## src/rtl/fabric_ccff_cfg_loader.sv

```systemverilog
// Bitstream loader for one logic element's CCFF chain: serialises words onto
// ccff_head and can re-circulate the loaded image to check it against ccff_tail.
module fabric_ccff_cfg_loader #(
    parameter int CHAIN_LEN = 20,
    parameter int WORD_W    = 8,
    parameter int CNT_W     = $clog2(CHAIN_LEN + 1)
) (
    input  logic              prog_clk,
    input  logic              prog_reset,
    input  logic              start,
    input  logic              verify_en,
    input  logic              abort,
    input  logic [WORD_W-1:0] cfg_data,
    input  logic              cfg_valid,
    output logic              cfg_ready,
    input  logic              ccff_tail,
    output logic              ccff_head,
    output logic              shift_en,
    output logic              busy,
    output logic              done,
    output logic              error,
    output logic [CNT_W-1:0]  bit_count
);

    localparam int BC_W = $clog2(WORD_W + 1);

    localparam logic [2:0] S_IDLE   = 3'd0;
    localparam logic [2:0] S_LOAD   = 3'd1;
    localparam logic [2:0] S_VERIFY = 3'd2;
    localparam logic [2:0] S_DONE   = 3'd3;
    localparam logic [2:0] S_ERROR  = 3'd4;

    localparam logic [BC_W-1:0]  WORD_BITS = BC_W'(WORD_W);
    localparam logic [BC_W-1:0]  WORD_ONE  = BC_W'(1);
    localparam logic [CNT_W-1:0] CNT_ONE   = CNT_W'(1);
    localparam logic [CNT_W-1:0] LAST_BIT  = CNT_W'(CHAIN_LEN - 1);

    logic [2:0]           state_q, state_d;
    logic [WORD_W-1:0]    word_q, word_d;
    logic [BC_W-1:0]      word_cnt_q, word_cnt_d;
    logic [CNT_W-1:0]     bit_count_q, bit_count_d;
    logic [CHAIN_LEN-1:0] shadow_q, shadow_d;
    logic                 verify_q, verify_d;
    logic                 mismatch_q, mismatch_d;

    logic                 shift_c;
    logic                 head_c;
    logic                 ready_c;
    logic                 tail_bad;

    // word_cnt_q holds the number of buffered bits still to shift; zero means
    // the buffer is empty and a new word may be accepted.
    always_comb begin
        state_d     = state_q;
        word_d      = word_q;
        word_cnt_d  = word_cnt_q;
        bit_count_d = bit_count_q;
        shadow_d    = shadow_q;
        verify_d    = verify_q;
        mismatch_d  = mismatch_q;
        shift_c     = 1'b0;
        head_c      = 1'b0;
        ready_c     = 1'b0;
        tail_bad    = 1'b0;

        case (state_q)
            S_IDLE, S_DONE, S_ERROR: begin
                if (start) begin
                    state_d     = S_LOAD;
                    verify_d    = verify_en;
                    bit_count_d = '0;
                    mismatch_d  = 1'b0;
                    word_cnt_d  = '0;
                end
            end

            S_LOAD: begin
                if (word_cnt_q == '0) begin
                    ready_c = 1'b1;
                    if (cfg_valid) begin
                        word_d     = cfg_data;
                        word_cnt_d = WORD_BITS;
                    end
                end else begin
                    shift_c                = 1'b1;
                    head_c                 = word_q[WORD_W-1];
                    shadow_d[bit_count_q]  = word_q[WORD_W-1];
                    bit_count_d            = bit_count_q + CNT_ONE;
                    word_d                 = word_q << 1;
                    word_cnt_d             = word_cnt_q - WORD_ONE;
                    // The final word may overhang the chain; its tail bits are dropped.
                    if (bit_count_q == LAST_BIT) begin
                        word_cnt_d = '0;
                        if (verify_q) begin
                            state_d     = S_VERIFY;
                            bit_count_d = '0;
                        end else begin
                            state_d = S_DONE;
                        end
                    end
                end
            end

            S_VERIFY: begin
                shift_c     = 1'b1;
                head_c      = shadow_q[bit_count_q];
                tail_bad    = (ccff_tail != shadow_q[bit_count_q]);
                bit_count_d = bit_count_q + CNT_ONE;
                if (tail_bad) begin
                    mismatch_d = 1'b1;
                end
                if (bit_count_q == LAST_BIT) begin
                    state_d = (mismatch_q || tail_bad) ? S_ERROR : S_DONE;
                end
            end

            default: begin
                state_d = S_IDLE;
            end
        endcase

        if (abort) begin
            state_d     = S_IDLE;
            word_cnt_d  = '0;
            bit_count_d = '0;
            mismatch_d  = 1'b0;
        end
    end

    // All control state resets asynchronously so shifting stops the moment
    // prog_reset rises.
    always_ff @(posedge prog_clk or posedge prog_reset) begin
        if (prog_reset) begin
            state_q     <= S_IDLE;
            word_q      <= '0;
            word_cnt_q  <= '0;
            bit_count_q <= '0;
            shadow_q    <= '0;
            verify_q    <= 1'b0;
            mismatch_q  <= 1'b0;
        end else begin
            state_q     <= state_d;
            word_q      <= word_d;
            word_cnt_q  <= word_cnt_d;
            bit_count_q <= bit_count_d;
            shadow_q    <= shadow_d;
            verify_q    <= verify_d;
            mismatch_q  <= mismatch_d;
        end
    end

    assign cfg_ready = ready_c;
    assign shift_en  = shift_c;
    assign ccff_head = head_c;
    assign busy      = (state_q == S_LOAD) || (state_q == S_VERIFY);
    assign done      = (state_q == S_DONE);
    assign error     = (state_q == S_ERROR);
    assign bit_count = bit_count_q;

endmodule

```

## config.mk

```make
export PLATFORM = sky130hd
export DESIGN_NAME = fabric_ccff_cfg_loader
export DESIGN_NICKNAME = d
export VERILOG_FILES = /design/src/rtl/fabric_ccff_cfg_loader.sv
export SDC_FILE = /design/constraint.sdc
export NUM_CORES = 1
export LEC_CHECK = 0
export CAP_MARGIN = 10
export CORE_ASPECT_RATIO = 2
export CORE_UTILIZATION = 45
export CTS_CLUSTER_SIZE = 40
export DETAILED_ROUTE_END_ITERATION = 8
export PLACE_DENSITY = 0.65
export SLEW_MARGIN = 10
export SYNTH_ARGS = -nofsm -noshare
export SYNTH_HDL_FRONTEND = slang
export SYNTH_SLANG_ARGS = --single-unit
```

## constraint.sdc

```tcl
create_clock -name prog_clk -period 5.1 [get_ports prog_clk]
set_clock_uncertainty 0.2 [all_clocks]
set_input_delay 0.51 -clock prog_clk [delete_from_list [all_inputs] [get_ports prog_clk]]
set_output_delay 0.51 -clock prog_clk [all_outputs]
set_load 0.02 [all_outputs]
```

==> results.md <==
- The run finished with clean final reports.
- The cell area after layout is 2870 sq um.
- The sequential area share after synthesis is 0.418.
- Of the total power, the share spent switching nets is 0.412.
- After detailed routing, the average wire length per cell comes to 16.8 um.
- The startpoint of the most critical hold path is word_q[6]$_DFFE_PP0P_.
- The number of vias per cell after detailed routing is 5.82.
- The commonest cells after synthesis are dfrtp_1, nand3_1, mux2_1, nand2_1, o21ai_1.
- The arrival time at the worst endpoint is 2800 ps.
- The number of port buffers is 25.
- Ranked by total cell area, the synthesized netlist is headed by dfrtp_1, mux2_1, nand3_1, mux2i_1, o21ai_1.
- Once the clock tree was built, the resizer swapped 0 gates to a different size.
- Measured along the y axis, the die boundary spans 108 um.
- The placed wire-length estimate after detailed placement is 4.08 mm.
- The root buffer selected by CTS is clkbuf_8.
- The worst setup path is captured at an output pin.
- Buffers inserted during clock tree synthesis total 5.
- The hold-fix buffer count after cts is 0.
- The global-route wire length before repair is 9.38 mm.
- For this block, the routed nets add up to 5.61 mm of wire.
- Walking the worst path, the cells encountered are inv_1 -> ha_1 -> nor3b_2 -> nor2_1 -> a22oi_1 -> nor2_1 -> clkdlybuf4s50_1.
- The number of buffers added for setup after CTS is 0.
- The total area inside the core boundary comes to 5420 sq um.
- The maximum number of pins on one net before global-route repair is 43.
- At the end of routability-driven placement, the weighted congestion stood at 0.810.
- The violation count after the first detailed-route iteration is 36.
- Counting both buffers and inverters, the worst setup path holds a total of 2.
- The analysis attributes to net switching a power of 0.000516 W.
- Internal power comes to 0.000735 W.
- The max-slew violation count is 0.
- In the finished design, the share of the clock period the worst path needs comes to 0.688.
- The initial antenna violation count is 0.
- The placed instances occupy a cell area of 2770 sq um.
- The initial utilization of the core area, before any placement, comes to 0.464.
- After detailed routing, the number of remaining DRC violations is 0.
- The fraction of synthesis flops using an asynchronous set or reset pin is 1.00.
- The biggest area contributor in the post-synthesis netlist is dfrtp_1.
- The count of different cell masters after synthesis is 50.
- The number of antenna diodes in the final layout is 0.
- Of all nets on the critical path, the largest fanout is 12.
- The critical path data required time is 4390 ps.
- Measured against its own limit, the worst slew margin works out to 0.332.
- The number of maximum-capacitance violations is 0.
- For the worst-skew pair, the clock arrives at the later sink with an insertion delay of 300 ps.
- The sort of element at the start of the critical path is a flop.
- Across the VDD grid, the largest voltage drop is 0.000248 V.
- The number of global-route vias before repair is 1959.
- The floorplan step defined a die boundary enclosing 5910 sq um.
- In this design, the critical path's most frequently occurring cell is nor2_1.
- Relative to the synthesized area, the layout overhead comes to 13.9%.
- The slowest stage cell on the critical path is nor3b_2.
- Pin placement for this block handled 26 I/O pins.
- The count of endpoints failing setup in the final report is 0.
- The power density over cell area is 437 nW/um^2.
- TritonCTS built the clock tree.
- Setup repair after global routing left no endpoint under its margin.
- Each instance of the synthesized netlist takes up on average 9.91 sq um.
- By instance count, the leading cell after synthesis is dfrtp_1.
- The die width is 54.9 um.
- The hold violation count in the final report is 0.
- The global-route congestion overflow total is 0.
- After clock tree synthesis, the clock-pin slew on the worst setup and hold paths is 90 ps.
- Derived from the worst setup path, the maximum achievable clock frequency is 0.285 GHz.
- The global-route usage over all layers is 0.221.
- The dominant register cell in the synthesized netlist is dfrtp_1.
- The power share of the combinational group is 0.426.
- The largest single stage delay on the critical path is 840 ps.
- The number of buffers between clock root and the deepest sink is 2.
- The clock tree synthesis step divided the H-tree into 2 levels.
- The share of synthesized area in the top cell type comes to 0.418.
- The setup path with the least slack is of type flop to output pin.
- The number of nets in the synthesized netlist is 274.
- Synthesis inferred 42 register bits.
- The family with the most delay on the worst path is simple AND/OR/NAND/NOR gates.
- After layout, the minimum clock period comes to 3510 ps.
- Of the total power, registers draw 0.388.
- The footprint of the multi-input gates is 1340 sq um.
- Synthesis handed over a netlist of 254 instances.
- The layout has 519 filler cells.
- The share of power burned in the clock network is 0.186.
- In this run the cell area of the synthesized design comes to 2520 sq um.
- Summed over all cells, the static leakage comes to 1.29 nW.
- The share of layout cells above drive strength 1 is 0.103.
- The tightest min-delay check is of the flop to flop type.
- The worst reg2reg path startpoint is word_cnt_q[0]$_DFFE_PP0P_.
- The area taken by flip-flops and latches is 1050 sq um.
- The post-route setup TNS is 0 ps.
- The transition at the pin with the smallest max-transition slack is 998 ps.
- The critical path starts at word_cnt_q[0]$_DFFE_PP0P_.
- Clock tree synthesis found a total of 42 sinks.
- After the last flow step, the layout net total stands at 292.
- The number of placement rows is 38.
- The count of synthesis-stage warnings from yosys is 0.
- The number of enable-type register cells in the synthesized netlist is 0.
- The number of nets still failing antenna checks after routing is 0.
- The total via count in the routed design is 1939.
- The first TritonRoute pass finished after 4 iterations.
cells in the final DEF (no fill, tap or decap), types with 7 or more instances in the layout:
cell	n
dfrtp_1	42
nand3_1	25
clkdlybuf4s50_1	25
mux2_1	20
nand2_1	20
o21ai_1	16
nor2_1	14
mux2i_1	12
inv_1	10
a21oi_1	10
nor3_1	7
cell families (layout without fill, tap and decap cells):
kind of cell | count (synthesis) | in the layout | synth area share
AOI/OAI and AO/OA | 52 | 52 | 0.139
xor gates and xnor gates | 2 | 2 | 0.00995
adders and majority gates | 5 | 5 | 0.0249
buffers and inverters | 27 | 46 | 0.0527
DFF | 42 | 42 | 0.418
muxes | 38 | 38 | 0.170
and+or+nand+nor | 88 | 88 | 0.185
power by group through the flow:
stage	sequential, W	clock [W]	combinational, W
2_1_floorplan	0.000444	0	0.000430
3_3_place_gp	0.000488	0	0.000527
3_5_place_dp	0.000491	0	0.000533
4_1_cts	0.000485	0.000241	0.000536
5_1_grt	0.000500	0.000251	0.000592
6_report	0.000485	0.000233	0.000533
final timing paths:
check / depth (start not counted) / slack (ps) / to
worst min register to register: 2 / 290 / word_q[6]$_DFFE_PP0P_
worst max-delay path: 7 / 1590 / ccff_head
worst max register to register: 7 / 2090 / bit_count[4]$_DFFE_PP0P_
max in group asynchronous: 3 / 3870 / bit_count[4]$_DFFE_PP0P_
worst min-delay path: 2 / 290 / word_q[6]$_DFFE_PP0P_
min in group asynchronous: 3 / 440 / shadow_q[7]$_DFFE_PP0P_
layout make-up:
cell class | instances | area share
Sequential cell | 42 | 0.367
Clock buffer | 7 | 0.0301
Clock inverter | 1 | 0.00306
Tap cell | 60 | 0.0262
Multi-Input combinational cell | 185 | 0.467
Inverter | 11 | 0.0144
Timing Repair Buffer | 27 | 0.0926
metal layers:
layer  vias up  GRT usage  wire, um
met3        16     0.0254       142
met4         0      0.126       231
met2        45      0.368      3030
met5         -          0         0
li1        937          -         -
met1       941      0.257      2200
flip-flops by register name, summed over array words and instances (netlist names):
register / cells
mismatch_q: 1
word_cnt_q: 4
shadow_q: 20
state_q: 3
verify_q: 1
word_q: 8
bit_count: 5
worst reg2reg max path, cell delays in order, from the launching register on:
cell and delay, ps:
dfrtp_1 390, inv_1 100, ha_1 240, nor3b_2 840, o21ai_1 210, a211oi_2 550, or2_1 260, o31ai_1 90
through the flow:
step           total power [W]  hold slack, ps  std cells  worst slack, ps  utilization
6_report               0.00125             289        333             1590        0.529
5_1_grt                0.00134             321        333             1360        0.529
4_1_cts                0.00126             299        333             1570        0.529
3_5_place_dp           0.00102             279        325             1930        0.511
3_3_place_gp           0.00102             268        325             2000        0.511
2_1_floorplan         0.000873             255        254             2700            -
(Power assumes the default switching activity.)
